===== src/rtl/actor_pkg.sv =====
// Shared types for the maze actor motion controller: one-hot direction
// encoding, direction helpers and the frame-update FSM states.
package actor_pkg;

   // One-hot direction: up, down, left, right = bits 3..0; zero means "none".
   typedef logic [3:0] dir_t;

   localparam dir_t DIR_NONE  = 4'b0000;
   localparam dir_t DIR_UP    = 4'b1000;
   localparam dir_t DIR_DOWN  = 4'b0100;
   localparam dir_t DIR_LEFT  = 4'b0010;
   localparam dir_t DIR_RIGHT = 4'b0001;

   typedef enum logic [1:0] {
      ST_IDLE        = 2'd0,
      ST_PROBE_TURN  = 2'd1,
      ST_PROBE_AHEAD = 2'd2,
      ST_MOVE        = 2'd3
   } state_t;

   function automatic dir_t reverse_dir(input dir_t d);
      dir_t r;
      case (d)
         DIR_UP:    r = DIR_DOWN;
         DIR_DOWN:  r = DIR_UP;
         DIR_LEFT:  r = DIR_RIGHT;
         DIR_RIGHT: r = DIR_LEFT;
         default:   r = DIR_NONE;
      endcase
      return r;
   endfunction

   function automatic logic is_onehot(input logic [3:0] v);
      return (v != 4'b0000) && ((v & (v - 4'd1)) == 4'b0000);
   endfunction

endpackage


===== src/rtl/actor_probe_addr.sv =====
// Wall-probe address generator: the point PROBE pixels ahead of the actor
// centre in the given direction, modulo 2^POS_W on both axes.
module actor_probe_addr
   import actor_pkg::*;
#(
   parameter int POS_W = 10,
   parameter int PROBE = 7
)(
   input  logic [POS_W-1:0] pos_x,
   input  logic [POS_W-1:0] pos_y,
   input  logic [3:0]       dir,
   output logic [POS_W-1:0] probe_x,
   output logic [POS_W-1:0] probe_y
);

   localparam logic [POS_W-1:0] OFS = POS_W'(PROBE);

   always_comb begin
      probe_x = pos_x;
      probe_y = pos_y;
      case (dir)
         DIR_UP:    probe_y = pos_y - OFS;
         DIR_DOWN:  probe_y = pos_y + OFS;
         DIR_LEFT:  probe_x = pos_x - OFS;
         DIR_RIGHT: probe_x = pos_x + OFS;
         default:   ;
      endcase
   end

endmodule


===== src/rtl/actor_motion_ctrl.sv =====
// Frame-stepped maze actor mover: buffered turn arbitration, wall probing over a
// valid/ack port and tunnel wrap. Optional ACTOR_CORNER_SNAP_EN snaps on turns.
module actor_motion_ctrl
   import actor_pkg::*;
#(
   parameter int         POS_W      = 10,
   parameter int         TILE_LOG2  = 4,
   parameter int         CROSS_WIN  = 2,
   parameter int         STEP       = 1,
   parameter int         PROBE      = 7,
   parameter int         START_X    = 136,
   parameter int         START_Y    = 232,
   parameter logic [3:0] START_DIR  = 4'b0001,
   parameter int         WRAP_X_MIN = 0,
   parameter int         WRAP_X_MAX = 447
)(
   input  logic             Clk,
   input  logic             Reset,
   input  logic             frame_tick,
   input  logic [3:0]       req_dir,
   output logic             probe_valid,
   output logic [POS_W-1:0] probe_x,
   output logic [POS_W-1:0] probe_y,
   input  logic             probe_ack,
   input  logic             probe_wall,
   output logic [POS_W-1:0] pos_x,
   output logic [POS_W-1:0] pos_y,
   output logic [3:0]       dir,
   output logic             moving,
   output logic             crossing,
   output logic             frame_done,
   output logic             overrun
);

   localparam int                   CENTRE     = 2 ** (TILE_LOG2 - 1);
   localparam logic [TILE_LOG2-1:0] CENTRE_LO  = TILE_LOG2'(CENTRE);
   localparam logic [TILE_LOG2-1:0] WIN_LO     = TILE_LOG2'(CENTRE - CROSS_WIN);
   localparam logic [TILE_LOG2-1:0] WIN_HI     = TILE_LOG2'(CENTRE + CROSS_WIN);
   localparam logic [POS_W-1:0]     STEP_V     = POS_W'(STEP);
   localparam logic [POS_W-1:0]     WRAP_MIN_V = POS_W'(WRAP_X_MIN);
   localparam logic [POS_W-1:0]     WRAP_MAX_V = POS_W'(WRAP_X_MAX);
   localparam logic [POS_W:0]       LEFT_LIM   = (POS_W + 1)'(WRAP_X_MIN + STEP);
   localparam logic [POS_W:0]       RIGHT_LIM  = (POS_W + 1)'(WRAP_X_MAX);

   state_t           state_q, state_d;
   logic [POS_W-1:0] pos_x_q, pos_x_d;
   logic [POS_W-1:0] pos_y_q, pos_y_d;
   dir_t             dir_q, dir_d;
   dir_t             pend_q, pend_d;
   logic             blocked_q, blocked_d;
   logic             moving_q, moving_d;
   logic             frame_done_q, frame_done_d;
   logic             overrun_q, overrun_d;
   logic             probe_valid_q, probe_valid_d;
   logic [POS_W-1:0] probe_x_q, probe_x_d;
   logic [POS_W-1:0] probe_y_q, probe_y_d;

   logic             probe_launch;
   logic             probe_release;
   dir_t             probe_dir;
   logic [POS_W-1:0] addr_x, addr_y;
   logic [TILE_LOG2-1:0] x_lo, y_lo;

   assign x_lo     = pos_x_q[TILE_LOG2-1:0];
   assign y_lo     = pos_y_q[TILE_LOG2-1:0];
   assign crossing = (x_lo >= WIN_LO) && (x_lo <= WIN_HI) &&
                     (y_lo >= WIN_LO) && (y_lo <= WIN_HI);

   // Frame sequencing. Probe addresses are taken from the *next* position and
   // direction, so the ahead probe after an accepted turn already uses them.
   always_comb begin
      state_d       = state_q;
      pos_x_d       = pos_x_q;
      pos_y_d       = pos_y_q;
      dir_d         = dir_q;
      pend_d        = pend_q;
      blocked_d     = blocked_q;
      moving_d      = moving_q;
      frame_done_d  = 1'b0;
      overrun_d     = overrun_q;
      probe_launch  = 1'b0;
      probe_release = 1'b0;
      probe_dir     = dir_q;

      case (state_q)
         ST_IDLE: begin
            if (frame_tick) begin
               probe_launch = 1'b1;
               if ((pend_q != DIR_NONE) && (pend_q == reverse_dir(dir_q))) begin
                  dir_d     = pend_q;
                  pend_d    = DIR_NONE;
                  probe_dir = pend_q;
                  state_d   = ST_PROBE_AHEAD;
               end else if ((pend_q != DIR_NONE) && (pend_q != dir_q) && crossing) begin
                  probe_dir = pend_q;
                  state_d   = ST_PROBE_TURN;
               end else begin
                  if (pend_q == dir_q) begin
                     pend_d = DIR_NONE;
                  end
                  state_d = ST_PROBE_AHEAD;
               end
            end
         end

         ST_PROBE_TURN: begin
            if (probe_ack) begin
               probe_launch = 1'b1;
               state_d      = ST_PROBE_AHEAD;
               if (!probe_wall) begin
                  dir_d     = pend_q;
                  pend_d    = DIR_NONE;
                  probe_dir = pend_q;
`ifdef ACTOR_CORNER_SNAP_EN
                  if ((pend_q == DIR_UP) || (pend_q == DIR_DOWN)) begin
                     pos_x_d[TILE_LOG2-1:0] = CENTRE_LO;
                  end else begin
                     pos_y_d[TILE_LOG2-1:0] = CENTRE_LO;
                  end
`endif
               end
            end
         end

         ST_PROBE_AHEAD: begin
            if (probe_ack) begin
               probe_release = 1'b1;
               blocked_d     = probe_wall;
               state_d       = ST_MOVE;
            end
         end

         ST_MOVE: begin
            moving_d = !blocked_q;
            if (!blocked_q) begin
               case (dir_q)
                  DIR_UP:    pos_y_d = pos_y_q - STEP_V;
                  DIR_DOWN:  pos_y_d = pos_y_q + STEP_V;
                  DIR_LEFT:  pos_x_d = ({1'b0, pos_x_q} < LEFT_LIM) ?
                                       WRAP_MAX_V : (pos_x_q - STEP_V);
                  DIR_RIGHT: pos_x_d = (({1'b0, pos_x_q} + {1'b0, STEP_V}) > RIGHT_LIM) ?
                                       WRAP_MIN_V : (pos_x_q + STEP_V);
                  default:   ;
               endcase
            end
            frame_done_d = 1'b1;
            state_d      = ST_IDLE;
         end

         default: state_d = ST_IDLE;
      endcase

      if (frame_tick && (state_q != ST_IDLE)) begin
         overrun_d = 1'b1;
      end

      // A fresh request always wins over consumption in the same cycle.
      if (is_onehot(req_dir)) begin
         pend_d = req_dir;
      end
   end

   actor_probe_addr #(
      .POS_W (POS_W),
      .PROBE (PROBE)
   ) u_probe_addr (
      .pos_x   (pos_x_d),
      .pos_y   (pos_y_d),
      .dir     (probe_dir),
      .probe_x (addr_x),
      .probe_y (addr_y)
   );

   // Probe port: valid and address are held until ack. A turn probe answered
   // without a wall is followed back-to-back by the ahead probe.
   always_comb begin
      probe_valid_d = probe_valid_q;
      probe_x_d     = probe_x_q;
      probe_y_d     = probe_y_q;
      if (probe_launch) begin
         probe_valid_d = 1'b1;
         probe_x_d     = addr_x;
         probe_y_d     = addr_y;
      end else if (probe_release) begin
         probe_valid_d = 1'b0;
      end
   end

   always_ff @(posedge Clk) begin
      if (Reset) begin
         state_q       <= ST_IDLE;
         pos_x_q       <= POS_W'(START_X);
         pos_y_q       <= POS_W'(START_Y);
         dir_q         <= START_DIR;
         pend_q        <= DIR_NONE;
         blocked_q     <= 1'b0;
         moving_q      <= 1'b0;
         frame_done_q  <= 1'b0;
         overrun_q     <= 1'b0;
         probe_valid_q <= 1'b0;
         probe_x_q     <= '0;
         probe_y_q     <= '0;
      end else begin
         state_q       <= state_d;
         pos_x_q       <= pos_x_d;
         pos_y_q       <= pos_y_d;
         dir_q         <= dir_d;
         pend_q        <= pend_d;
         blocked_q     <= blocked_d;
         moving_q      <= moving_d;
         frame_done_q  <= frame_done_d;
         overrun_q     <= overrun_d;
         probe_valid_q <= probe_valid_d;
         probe_x_q     <= probe_x_d;
         probe_y_q     <= probe_y_d;
      end
   end

   assign probe_valid = probe_valid_q;
   assign probe_x     = probe_x_q;
   assign probe_y     = probe_y_q;
   assign pos_x       = pos_x_q;
   assign pos_y       = pos_y_q;
   assign dir         = dir_q;
   assign moving      = moving_q;
   assign frame_done  = frame_done_q;
   assign overrun     = overrun_q;

endmodule


===== config.mk =====
export PLATFORM = sky130hd
export DESIGN_NAME = actor_motion_ctrl
export DESIGN_NICKNAME = d
export VERILOG_FILES = /design/src/rtl/actor_pkg.sv /design/src/rtl/actor_probe_addr.sv /design/src/rtl/actor_motion_ctrl.sv
export SDC_FILE = /design/constraint.sdc
export NUM_CORES = 1
export LEC_CHECK = 0
export CAP_MARGIN = 30
export CORE_MARGIN = 4
export CORE_UTILIZATION = 61
export CTS_CLUSTER_DIAMETER = 100
export CTS_CLUSTER_SIZE = 25
export DETAILED_ROUTE_END_ITERATION = 12
export GPL_TIMING_DRIVEN = 0
export PLACE_DENSITY = 0.87
export SYNTH_ARGS = -nofsm -noshare
export SYNTH_HDL_FRONTEND = slang
export SYNTH_SLANG_ARGS = --single-unit

===== constraint.sdc =====
create_clock -name Clk -period 10.4 [get_ports Clk]
set_input_delay 2.08 -clock Clk [delete_from_list [all_inputs] [get_ports Clk]]
set_output_delay 2.08 -clock Clk [all_outputs]
set_load 0.01 [all_outputs]

== After elaboration in Yosys (flattened, before gate mapping) ==
Index checks and enable logic that the tools add are counted.
Widths: inputs -> output; s select.
Word-level totals
  output and inout port bits: 49
  logic and storage cells: 116
  bits of input ports: 9
  register bits after elaboration: 55
Operators by class
  reduce and logical (&&, ||, !) cells: 21
  bitwise logic cells: 1
  order comparisons: 6
  equality and inequality tests: 23
  add/sub/neg operators: 10
  multiplexer cells: 43
Operators with widths (number)
  $pmux 10 s2: 4
  $mux 4: 16
  $mux 10: 6
  $pmux 4 s2: 3
  $add 10x1->10 const B: 2
  $add 10x3->10 const B: 2
  $sub 10x1->10 const B: 2
  $sub 10x3->10 const B: 2
  $pmux 4 s4: 1
  $add 10x1->11 const B: 1
  $gt 11x9->1 const B: 1
  $lt 10x1->1 const B: 1
  $mux 2: 5
  $ne 3x3->1 const B: 3
  $eq 4x1->1 const B: 2
  $eq 4x2->1 const B: 2
  $eq 4x3->1 const B: 2
  $eq 4x4->1: 2
  $eq 4x4->1 const B: 2
  $ge 4x3->1 const B: 2
  $le 4x4->1 const B: 2
  $logic_and 1x1->1: 8
  $ne 2x2->1 const B: 4
  $ne 4x4->1 const B: 2
  other kinds (17): 27

== Logic depth before layout (Yosys ltp) ==
Gate-level depths: netlist of the first run.
  depth in word-level cells: 11
  gate-level depth with buffers: 24
  depth with buffers taken out: 22

== Cells and area by module ==
From an unflattened synthesis of the first run, not the netlist that was laid out.
Second synthesis, totals
  cells, all modules: 590
  area total of the unflattened synthesis: 4608.2 um^2
Modules (own cells, without submodules)
  actor_motion_ctrl: cells each 451, instances 1, area each 3634.7 um^2, seq. area each 1101.1 um^2
  actor_probe_addr: cells each 139, instances 1, area each 973.4 um^2, seq. area each 0.0 um^2

== Worst setup path before layout of the first run ==
Ideal clock, no wire load.
  kind: input -> register
  start point: input frame_tick
  end point: register probe_x_q[9] (netlist: probe_x[9])
  arrival time: 5.346 ns
  library setup time: 0.120 ns
  stages on the path: 17
  buffers on the path: 2
  setup slack: 4.934 ns
  required time: 10.280 ns
  cells stage by stage: clkbuf_1 -> nor2_1 -> a311o_1 -> buf_6 -> and2_1 -> a21o_1 -> nand2_1 -> ha_1 -> a21o_1 -> a21o_1 -> a221o_1 -> a21o_1 -> a21oi_1 -> o21a_1 -> mux2i_1 -> nor2_1 -> a211o_1
Between the ends
  cells in the longest elaborated chain, start to end: 4
  elaborated cells on any way between the ends: 7
  classes of those cells: eq/ne: 2; mux: 5
RTL lines
  start: declaration: line actor_motion_ctrl.sv:19  | input logic frame_tick,
  $mux 4: line actor_motion_ctrl.sv:87  | if (frame_tick) begin
  $pmux 4 s2: line actor_motion_ctrl.sv:85  | case (state_q)
  $eq 4x1->1 or $eq 4x2->1 (tied branches): line actor_probe_addr.sv:21  | case (dir)
  $pmux 10 s2: line actor_probe_addr.sv:21
  end signal: assignment: line actor_motion_ctrl.sv:214  | probe_x_q <= probe_x_d;
  end: declaration: line actor_motion_ctrl.sv:55  | logic [POS_W-1:0] probe_x_q, probe_x_d;
Several ways; a longest one is shown, not always the timed one.
A chain may end at the register's enable or synchronous reset.

== Worst setup path after layout of the first run ==
  start point: input probe_ack
  end point: register probe_x_q[9] (netlist: probe_x[9])
Between the ends
  cells in the longest elaborated chain, start to end: 4
  elaborated cells on any way between the ends: 7
  classes of those cells: eq/ne: 2; mux: 5
RTL lines
  start: declaration: line actor_motion_ctrl.sv:24  | input logic probe_ack,
  $mux 4
  $pmux 4 s2: line actor_motion_ctrl.sv:85
  $eq 4x1->1 or $eq 4x2->1 (tied branches): line actor_probe_addr.sv:21
  $pmux 10 s2: line actor_probe_addr.sv:21
Several ways; a longest one is shown, not always the timed one.

==> impl_metrics.json, run 1 <==
{
  "fin_area_sq_um": 5310,
  "cp_data_required_time_ns": 10.63,
  "rows": 31,
  "hold_depth": 2,
  "hold_path_class": "flop to flop",
  "slowest_stage": "clkdlybuf4s50_1",
  "crit_cells": 19,
  "io_pins": 58,
  "layout-drive-gt1-share": 0.0720,
  "slew_viol_final": 0,
  "hold_buffers": 0,
  "slowest_delay_ns": 0.52,
  "final_common_cell": "a21oi_1",
  "cts_resized": 0,
  "dpl_worst_slack_ns": 4.06,
  "dieArea_sq_um": 8880,
  "grt_pass1_vias": 4318,
  "rsz0062_at_grt": "false",
  "die_w_um": 94.3,
  "num_antenna_cells": 0,
  "syn-cell-area_sq_um": 4540,
  "ff_latch_area_sq_um": 1100,
  "drtIter0Drc": 235,
  "path_clk_slew_ns": 0.12,
  "synthFlopType": "dfxtp_1",
  "cts.htree.levels": 2,
  "synth.ff_latch_count": 55,
  "critPathArrivalTime_ns": 6.32,
  "cts_setup_buffers": 0,
  "yosysSeqAreaShare": 0.243,
  "clk_path_buf_depth": 2,
  "status": "complete, no violations",
  "finalCriticalPeriod_ns": 6.09,
  "flow.area_growth_from_synthesis_pct": 17.0,
  "hold_viol_final": 0,
  "p_leak_nw": 2.20,
  "gp_congestion": 0.911,
  "worst-path-max-fanout": 10,
  "syn_avg_cell_area_sq_um": 7.88,
  "start_util": 0.626,
  "grt_pass1_wl_mm": 20.2,
  "fin_tns_setup_ns": 0,
  "timing.critical_path.mode_cell": "a21o_1",
  "crit_chain": "clkdlybuf4s50_1, nand2_1, nor2_1, a21oi_1, a311o_1, buf_6, and2_1, a21o_1, nand2_1, ha_1, a21o_1, a21o_1, a221o_1, a21o_1, a21oi_1, o21a_1, mux2i_1, nor2_1, a211o_1",
  "yosys_warnings": 0,
  "rr_worst_depth": 21,
  "max_freq_mhz": 164,
  "skew_ns": 0.0118,
  "setup_slack_ns": 4.31,
  "postRouteAntennaNets": 0,
  "synth_edf_count": 0,
  "core_sq_um": 7250,
  "dp_hpwl_mm": 9.31,
  "cts.sinks": 55,
  "worst_pin_slew_ns": 0.737,
  "final_util": 0.732,
  "root_buffer": "clkbuf_8",
  "dp_cells": 730,
  "worst_slew_margin_rel": 0.507,
  "antenna_found_initial": 0,
  "ir_drop_mv": 0.141,
  "async_flop_share": 0,
  "totalWireLength_mm": 12.3,
  "vias_per_cell": 6.15,
  "multiInputGateArea_sq_um": 3160,
  "instances_no_fill": 738,
  "cap_viol_max_count": 0,
  "synth_cell_types": 75,
  "dpl_cell_area_sq_um": 5210,
  "end_kind": "flop",
  "setup-violations-final": 0,
  "grt_max_degree": 20,
  "timing.final.crit_share": 0.586,
  "worst_skew_pair.late_latency_ns": 0.32,
  "io_buffers": 55,
  "cts_tree": "yes",
  "gr-total-overflow": 0,
  "fillers": 589,
  "critical-path-top-delay-family": "compound AO/OA/AOI/OAI gates",
  "wl_per_cell_um": 16.7,
  "drcViolationCount": 0,
  "p_per_area_nw_per_um2": 206,
  "start_kind": "primary input",
  "critPathBufInv": 2,
  "dr.pass1.iters": 5,
  "final_nets": 681,
  "synthCells": 576,
  "die_h_um": 94.3,
  "final_cell_mix": "58 x a21oi_1, 55 x dfxtp_1, 55 x clkdlybuf4s50_1",
  "synth_nets": 619,
  "crit_type": "primary input to flop",
  "numCtsBuffers": 5,
  "via_count": 4541,
  "grt_usage": 0.280
}
## worst reg2reg max path, cell delays in order (launching register included)
cell      delay [ns]
dfxtp_1         0.47
clkbuf_1        0.40
inv_1           0.13
ha_1            0.35
or3b_2          0.48
nor3_1          0.20
a21oi_1         0.06
a21oi_1         0.26
nor2_1          0.24
a21oi_1         0.19
o21ai_0         0.09
a22o_1          0.29
ha_1            0.40
a21o_1          0.23
a21o_1          0.18
a221o_1         0.36
a21o_1          0.18
a21oi_1         0.15
o21a_1          0.18
mux2i_1         0.26
nor2_1          0.07
a211o_1         0.26
## cell families after synthesis
family | share of synthesized area
mux | 0.0513
fa+ha+maj | 0.0987
xor+xnor | 0.0637
compound gates | 0.266
simple gates | 0.218
buf+inv | 0.0607
flops | 0.243
## per-stage QoR
stage | power (mW) | hold WS [ns]
finish | 1.09 | 0.475
global route | 1.17 | 0.499
CTS | 1.08 | 0.476
detailed placement | 0.948 | 0.457
global placement | 0.924 | 0.453
floorplan | 0.761 | 0.445
## flip-flops by register name, indices dropped and copies added, names as in the netlist
signal	flops
pos_y	10
pos_x	10
frame_done	1
probe_x	10
dir	4
pend_q	4
blocked_q	1
overrun	1
probe_valid	1
moving	1
probe_y	10
state_q	2
## final cells by class
| class | count | area share |
|---|---|---|
| Multi-Input combinational cell | 461 | 0.596 |
| Sequential cell | 55 | 0.207 |
| Timing Repair Buffer | 55 | 0.104 |
| Buffer | 40 | 0.0377 |
| Tap cell | 99 | 0.0233 |
| Inverter | 20 | 0.0141 |
| Clock buffer | 5 | 0.0130 |
| Clock inverter | 3 | 0.00519 |
## power breakdown
group          internal, mW  switching [mW]  leakage (nW)
Combinational         0.296           0.386          1.71
Clock                0.0498          0.0825        0.0463
Sequential            0.252          0.0255         0.449
Total                 0.598           0.494          2.20
## layer usage
layer	GRT usage	wire, um	vias up
met5	0	0	-
met4	0.0963	286	0
met3	0.0393	653	29
met2	0.466	5940	180
met1	0.368	5440	2116
li1	-	-	2216
## synth_stat cells, types with 4 or more instances
library cell  instances  area (sq um)
mux2i_1              21           210
a211oi_1              6          45.0
a21oi_1              58           290
a22oi_1               7          52.6
and3_1                7          43.8
o21ai_1               6          30.0
o22ai_1               5          31.3
dfxtp_1              55          1100
ha_1                 31           388
xnor2_1              16           140
a22o_1                4          35.0
a21o_1               17           128
o21ai_0              33           165
clkbuf_1             23          86.3
and2_1               10          62.6
buf_6                 4          45.0
buf_2                10          50.1
inv_1                20          75.1
nor2b_1               8          50.1
a311o_1               4          40.0
nor2_1               48           180
nand4_1               5          31.3
nor3_1               18          90.1
xor2_1               17           149
a21oi_2               4          35.0
a31oi_1               4          25.0
nand2_1              36           135
nand2b_1             15          93.8
nand3_1              14          70.1
## final timing paths
kind                          startpoint                       to  slack, ns
hold reg to reg   blocked_q$_SDFFE_PP0P_   blocked_q$_SDFFE_PP0P_       0.48
setup / recovery               probe_ack  probe_x[9]$_SDFFE_PP0P_       4.31
hold / removal    blocked_q$_SDFFE_PP0P_   blocked_q$_SDFFE_PP0P_       0.48
setup reg to reg     pos_x[0]$_SDFF_PP0_  probe_x[9]$_SDFFE_PP0P_       4.88
(Power assumes the default switching activity.)
==> run 2, diff against run 1 <==
--- a/config.mk
+++ b/config.mk
@@ -7,12 +7,12 @@
 export LEC_CHECK = 0
 export CAP_MARGIN = 30
 export CORE_MARGIN = 4
-export CORE_UTILIZATION = 61
+export CORE_UTILIZATION = 57
 export CTS_CLUSTER_DIAMETER = 100
 export CTS_CLUSTER_SIZE = 25
 export DETAILED_ROUTE_END_ITERATION = 12
 export GPL_TIMING_DRIVEN = 0
-export PLACE_DENSITY = 0.87
+export PLACE_DENSITY = 0.82
 export SYNTH_ARGS = -nofsm -noshare
 export SYNTH_HDL_FRONTEND = slang
 export SYNTH_SLANG_ARGS = --single-unit
==> constraint.sdc (replaced) <==
create_clock -name Clk -period 6.3 [get_ports Clk]
set_input_delay 1.26 -clock Clk [delete_from_list [all_inputs] [get_ports Clk]]
set_output_delay 1.26 -clock Clk [all_outputs]
set_load 0.01 [all_outputs]
==> run 2 against run 1 <==
Net effect:
- register-to-register slack lost 4.0 ns
- cell area is essentially flat
- cell count grew 0.41%
- critical path type is now flop to flop
==> impl_metrics.json, run 2 (synthesis results as in run 1) <==
{
  "cap_viol_max_count": 0,
  "final_cell_mix": "58 x a21oi_1, 55 x dfxtp_1, 55 x clkdlybuf4s50_1",
  "dr.pass1.iters": 7,
  "final_nets": 681,
  "finalCriticalPeriod_ns": 5.45,
  "slew_viol_final": 0,
  "crit_type": "flop to flop",
  "dieArea_sq_um": 9450,
  "critPathArrivalTime_ns": 5.68,
  "start_util": 0.587,
  "start_kind": "flop",
  "layout-drive-gt1-share": 0.0720,
  "ff_latch_area_sq_um": 1100,
  "worst-path-max-fanout": 10,
  "rsz0062_at_grt": "false",
  "path_clk_slew_ns": 0.11,
  "die_w_um": 97.2,
  "status": "complete, no violations",
  "hold_buffers": 0,
  "p_per_area_nw_per_um2": 340,
  "timing.critical_path.mode_cell": "a21oi_1",
  "max_freq_mhz": 183,
  "fin_area_sq_um": 5310,
  "rr_worst_depth": 21,
  "postRouteAntennaNets": 0,
  "fillers": 678,
  "via_count": 4589,
  "num_antenna_cells": 0,
  "rows": 32,
  "hp-start": "probe_valid$_SDFFE_PP0P_",
  "grt_pass1_wl_mm": 20.8,
  "fin_tns_setup_ns": 0,
  "timing.final.crit_share": 0.866,
  "worst_slew_margin_rel": 0.560,
  "multiInputGateArea_sq_um": 3160,
  "reg2reg_setup_slack_ns": 0.85,
  "wl_per_cell_um": 16.7,
  "skew_ns": 0.0105,
  "grt_pass1_vias": 4394,
  "slowest_stage": "or3b_2",
  "grt_max_degree": 20,
  "totalWireLength_mm": 12.4,
  "vias_per_cell": 6.19,
  "hold_ws_ns": 0.473,
  "p_leak_nw": 2.20,
  "end_kind": "flop",
  "core_sq_um": 7730,
  "cts.htree.levels": 2,
  "cts_tree": "yes",
  "root_buffer": "clkbuf_8",
  "drtIter0Drc": 277,
  "drcViolationCount": 0,
  "die_h_um": 97.2,
  "crit_chain": "clkbuf_1, inv_1, ha_1, or3b_2, nor3_1, a21oi_1, a21oi_1, nor2_1, a21oi_1, o21ai_0, a22o_1, ha_1, a21o_1, a21o_1, a221o_1, a21o_1, a21oi_1, o21a_1, mux2i_1, nor2_1, a211o_1",
  "io_pins": 58,
  "cp_data_required_time_ns": 6.53,
  "gp_congestion": 0.897,
  "critical-path-top-delay-family": "compound AO/OA/AOI/OAI gates",
  "hold_path_class": "flop to flop",
  "final_common_cell": "a21oi_1",
  "reg2reg_to": "probe_x[9]$_SDFFE_PP0P_",
  "flow.area_growth_from_synthesis_pct": 17.1,
  "setup-violations-final": 0,
  "grt_usage": 0.258,
  "dp_hpwl_mm": 9.60,
  "final_util": 0.688,
  "hold_end": "probe_valid$_SDFFE_PP0P_",
  "cts_resized": 0,
  "gr-total-overflow": 0,
  "rr_startpoint": "pos_x[0]$_SDFF_PP0_",
  "numCtsBuffers": 5,
  "worst_pin_slew_ns": 0.658,
  "slowest_delay_ns": 0.47,
  "clk_path_buf_depth": 2,
  "hold_viol_final": 0,
  "hold_depth": 2,
  "cts_setup_buffers": 0,
  "cts.sinks": 55,
  "power.total_mw": 1.80,
  "worst_skew_pair.late_latency_ns": 0.32,
  "antenna_found_initial": 0,
  "dpl_cell_area_sq_um": 5220,
  "io_buffers": 55,
  "ir_drop_mv": 0.202,
  "critPathBufInv": 2
}
-- run 2: worst max path at each step --
stage | startpoint | end | cells past startpoint
floorplan | pos_x[0]$_SDFF_PP0_ | probe_x[9]$_SDFFE_PP0P_ | 21
global placement | probe_ack | probe_y[9]$_SDFFE_PP0P_ | 17
detailed placement | probe_ack | probe_y[9]$_SDFFE_PP0P_ | 17
CTS | pos_x[0]$_SDFF_PP0_ | probe_x[9]$_SDFFE_PP0P_ | 21
global route | pos_x[0]$_SDFF_PP0_ | probe_x[9]$_SDFFE_PP0P_ | 21
finish | pos_x[0]$_SDFF_PP0_ | probe_x[9]$_SDFFE_PP0P_ | 21
-- run 2: power breakdown --
group	internal (mW)	switching, mW	leakage, nW
sequential	0.416	0.0438	0.449
combinational	0.489	0.641	1.71
clock	0.0821	0.133	0.0463
total	0.987	0.817	2.20
-- run 2: cell type report --
type,instances,area share
repair buffers,55,0.104
inverters,20,0.0141
clock inverters,3,0.00518
multi-input cells,461,0.595
flip-flops and latches,55,0.207
well taps,102,0.0240
plain buffers,40,0.0377
clock buffers,5,0.0130
-- run 2: metrics by stage --
step           cells  setup WS [ns]
2_1_floorplan    576           1.53
3_3_place_gp     733          0.789
3_5_place_dp     733          0.719
4_1_cts          741          0.917
5_1_grt          741          0.544
6_report         741          0.847
-- run 2: metal layers --
layer / wire length (um) / track usage
met1: 5420 / 0.335
met2: 5940 / 0.443
met3: 670 / 0.0337
met4: 349 / 0.0852
met5: 0 / 0
-- run 2: tightest hold or removal path, delay by kind of cell, from the launching register on --
family | cells | cell delay, ns
and+or+nand+nor | 1 | 0.05
AOI/OAI and AO/OA | 1 | 0.05
DFF | 1 | 0.33
==> run 3, diff against run 2 <==
--- a/config.mk
+++ b/config.mk
@@ -7,12 +7,14 @@
 export LEC_CHECK = 0
 export CAP_MARGIN = 30
 export CORE_MARGIN = 4
-export CORE_UTILIZATION = 57
+export CORE_UTILIZATION = 58
+export CTS_BUF_LIST = sky130_fd_sc_hd__clkbuf_4
 export CTS_CLUSTER_DIAMETER = 100
 export CTS_CLUSTER_SIZE = 25
 export DETAILED_ROUTE_END_ITERATION = 12
 export GPL_TIMING_DRIVEN = 0
-export PLACE_DENSITY = 0.82
+export PLACE_DENSITY = 0.83
+export SKIP_CTS_REPAIR_TIMING = 1
 export SYNTH_ARGS = -nofsm -noshare
 export SYNTH_HDL_FRONTEND = slang
 export SYNTH_SLANG_ARGS = --single-unit
==> run 3 against run 2 <==
Net effect:
- sequential power about the same
- largest cell class unchanged
- sequential cell count unchanged
- combinational power barely moved
- worst hold slack better by 0.0064 ns
==> impl_metrics.json, run 3 (synthesis results as in run 1) <==
{
  "status": "complete, no violations",
  "seqPwrFrac": 0.256,
  "critPathArrivalTime_ns": 5.82,
  "gr-total-overflow": 0,
  "p_switching_uw": 803,
  "critical-path-top-delay-family": "compound AO/OA/AOI/OAI gates",
  "via_count": 4526,
  "crit_type": "flop to flop",
  "max_freq_mhz": 181,
  "p_leak_nw": 2.20,
  "vias_per_cell": 6.13,
  "cap_viol_max_count": 0,
  "setup_slack_ns": 0.770,
  "slowest_delay_ns": 0.50,
  "totalWireLength_mm": 12.6,
  "hp-start": "probe_valid$_SDFFE_PP0P_",
  "finalCriticalPeriod_ns": 5.53,
  "p_per_area_nw_per_um2": 339,
  "grt_pass1_vias": 4359,
  "power.total_mw": 1.80,
  "gp_congestion": 0.916,
  "start_kind": "flop",
  "p_clk_frac": 0.115,
  "hold_path_class": "flop to flop",
  "final_util": 0.715,
  "cts_tree": "yes",
  "reg2reg_setup_slack_ns": 0.77,
  "dpl_cell_area_sq_um": 5210,
  "worst_skew_pair.late_latency_ns": 0.39,
  "hold_depth": 2,
  "final_cell_mix": "58 x a21oi_1, 55 x dfxtp_1, 55 x clkdlybuf4s50_1",
  "worst_pin_slew_ns": 0.677,
  "timing.critical_path.mode_cell": "a21o_1",
  "worst-path-max-fanout": 10,
  "dp_hpwl_mm": 9.76,
  "final_common_cell": "a21oi_1",
  "root_buffer": "clkbuf_4",
  "worst_slew_margin_rel": 0.547,
  "fin_tns_setup_ns": 0,
  "ir_drop_mv": 0.178,
  "grt_pass1_wl_mm": 20.7,
  "io_buffers": 55,
  "drtIter0Drc": 246,
  "end_kind": "flop",
  "drcViolationCount": 0,
  "cts.sinks": 55,
  "dpl_worst_slack_ns": 0.674,
  "pwr-share-comb": 0.629,
  "clk_path_buf_depth": 2,
  "setup-violations-final": 0,
  "rows": 31,
  "grt_usage": 0.281,
  "slew_viol_final": 0,
  "core_sq_um": 7410,
  "start_util": 0.613,
  "slowest_stage": "dfxtp_1",
  "io_pins": 58,
  "flow.area_growth_from_synthesis_pct": 16.7,
  "crit_chain": "clkbuf_1, inv_1, ha_1, o21ai_0, o22a_1, a21oi_2, a41oi_1, nand2_1, buf_2, a21oi_1, a21o_1, nand2_1, ha_1, a21o_1, a21o_1, a221o_1, a21o_1, a21oi_1, o21a_1, mux2i_1, nor2_1, a211o_1",
  "postRouteAntennaNets": 0,
  "dieArea_sq_um": 9300,
  "critPathBufInv": 3,
  "timing.final.crit_share": 0.878,
  "path_clk_slew_ns": 0.16,
  "numCtsBuffers": 5,
  "hold_end": "probe_valid$_SDFFE_PP0P_",
  "grt_max_degree": 18,
  "reg2reg_to": "probe_x[9]$_SDFFE_PP0P_",
  "fin_area_sq_um": 5300,
  "rr_worst_depth": 22,
  "num_antenna_cells": 0,
  "p_int_uw": 993,
  "skew_ns": 0.0207,
  "wl_per_cell_um": 17.1,
  "final_nets": 681,
  "cp_data_required_time_ns": 6.59,
  "cts.htree.levels": 2,
  "hold_viol_final": 0,
  "dr.pass1.iters": 5,
  "die_w_um": 96.5,
  "p_sw_frac": 0.447,
  "rsz0062_at_grt": "false",
  "antenna_found_initial": 0,
  "die_h_um": 96.5,
  "rr_startpoint": "pos_x[0]$_SDFF_PP0_",
  "layout-drive-gt1-share": 0.0720
}
run 3: cell types whose count changed in the layout (fill, tap and decap cells not counted), sizes merged:
cell | before | now
bufinv | 0 | 1
clkinv | 1 | 0
clkbuf | 28 | 29
clkinvlp | 1 | 0
run 3: layout make-up:
| cell class | count | area, sq um |
|---|---|---|
| multi-input combinational | 461 | 3160 |
| tap | 99 | 124 |
| buffer | 40 | 200 |
| clock inverter | 2 | 38.8 |
| clock buffer | 6 | 45.0 |
| inverter | 20 | 75.1 |
| sequential | 55 | 1100 |
| timing repair buffer | 55 | 551 |
| fill | 631 | 2110 |
run 3: through the flow:
stage | hold slack (ns) | instances
floorplan | 0.445 | 576
global placement | 0.450 | 730
detailed placement | 0.450 | 730
CTS | 0.474 | 738
global route | 0.496 | 738
finish | 0.479 | 738
run 3: tightest hold or removal path: stages (launching register included):
cell	delay, ns
dfxtp_1	0.35
nand2_1	0.05
a21oi_1	0.05
run 3: how the worst max path moves through the flow:
stage,from,endpoint,slack [ns],cells past startpoint
floorplan,pos_x[0]$_SDFF_PP0_,probe_x[9]$_SDFFE_PP0P_,1.53,21
global placement,probe_ack,probe_y[9]$_SDFFE_PP0P_,0.78,17
detailed placement,probe_ack,probe_x[9]$_SDFFE_PP0P_,0.67,19
CTS,pos_x[0]$_SDFF_PP0_,probe_x[9]$_SDFFE_PP0P_,0.88,21
global route,pos_x[0]$_SDFF_PP0_,probe_x[9]$_SDFFE_PP0P_,0.40,22
finish,pos_x[0]$_SDFF_PP0_,probe_x[9]$_SDFFE_PP0P_,0.77,22
run 3: power groups by stage:
stage / registers [mW] / logic, mW / clock network, mW
after floorplan: 0.486 / 0.769 / 0
after detailed placement: 0.467 / 1.11 / 0
final: 0.460 / 1.13 / 0.207
after global placement: 0.465 / 1.07 / 0
after global routing: 0.468 / 1.24 / 0.226
after CTS: 0.459 / 1.12 / 0.211
run 3: metal layers:
metal / part of all wire / track usage
met5: 0 / 0
met4: 0.018 / 0.0993
met3: 0.060 / 0.0442
met2: 0.47 / 0.460
met1: 0.45 / 0.375
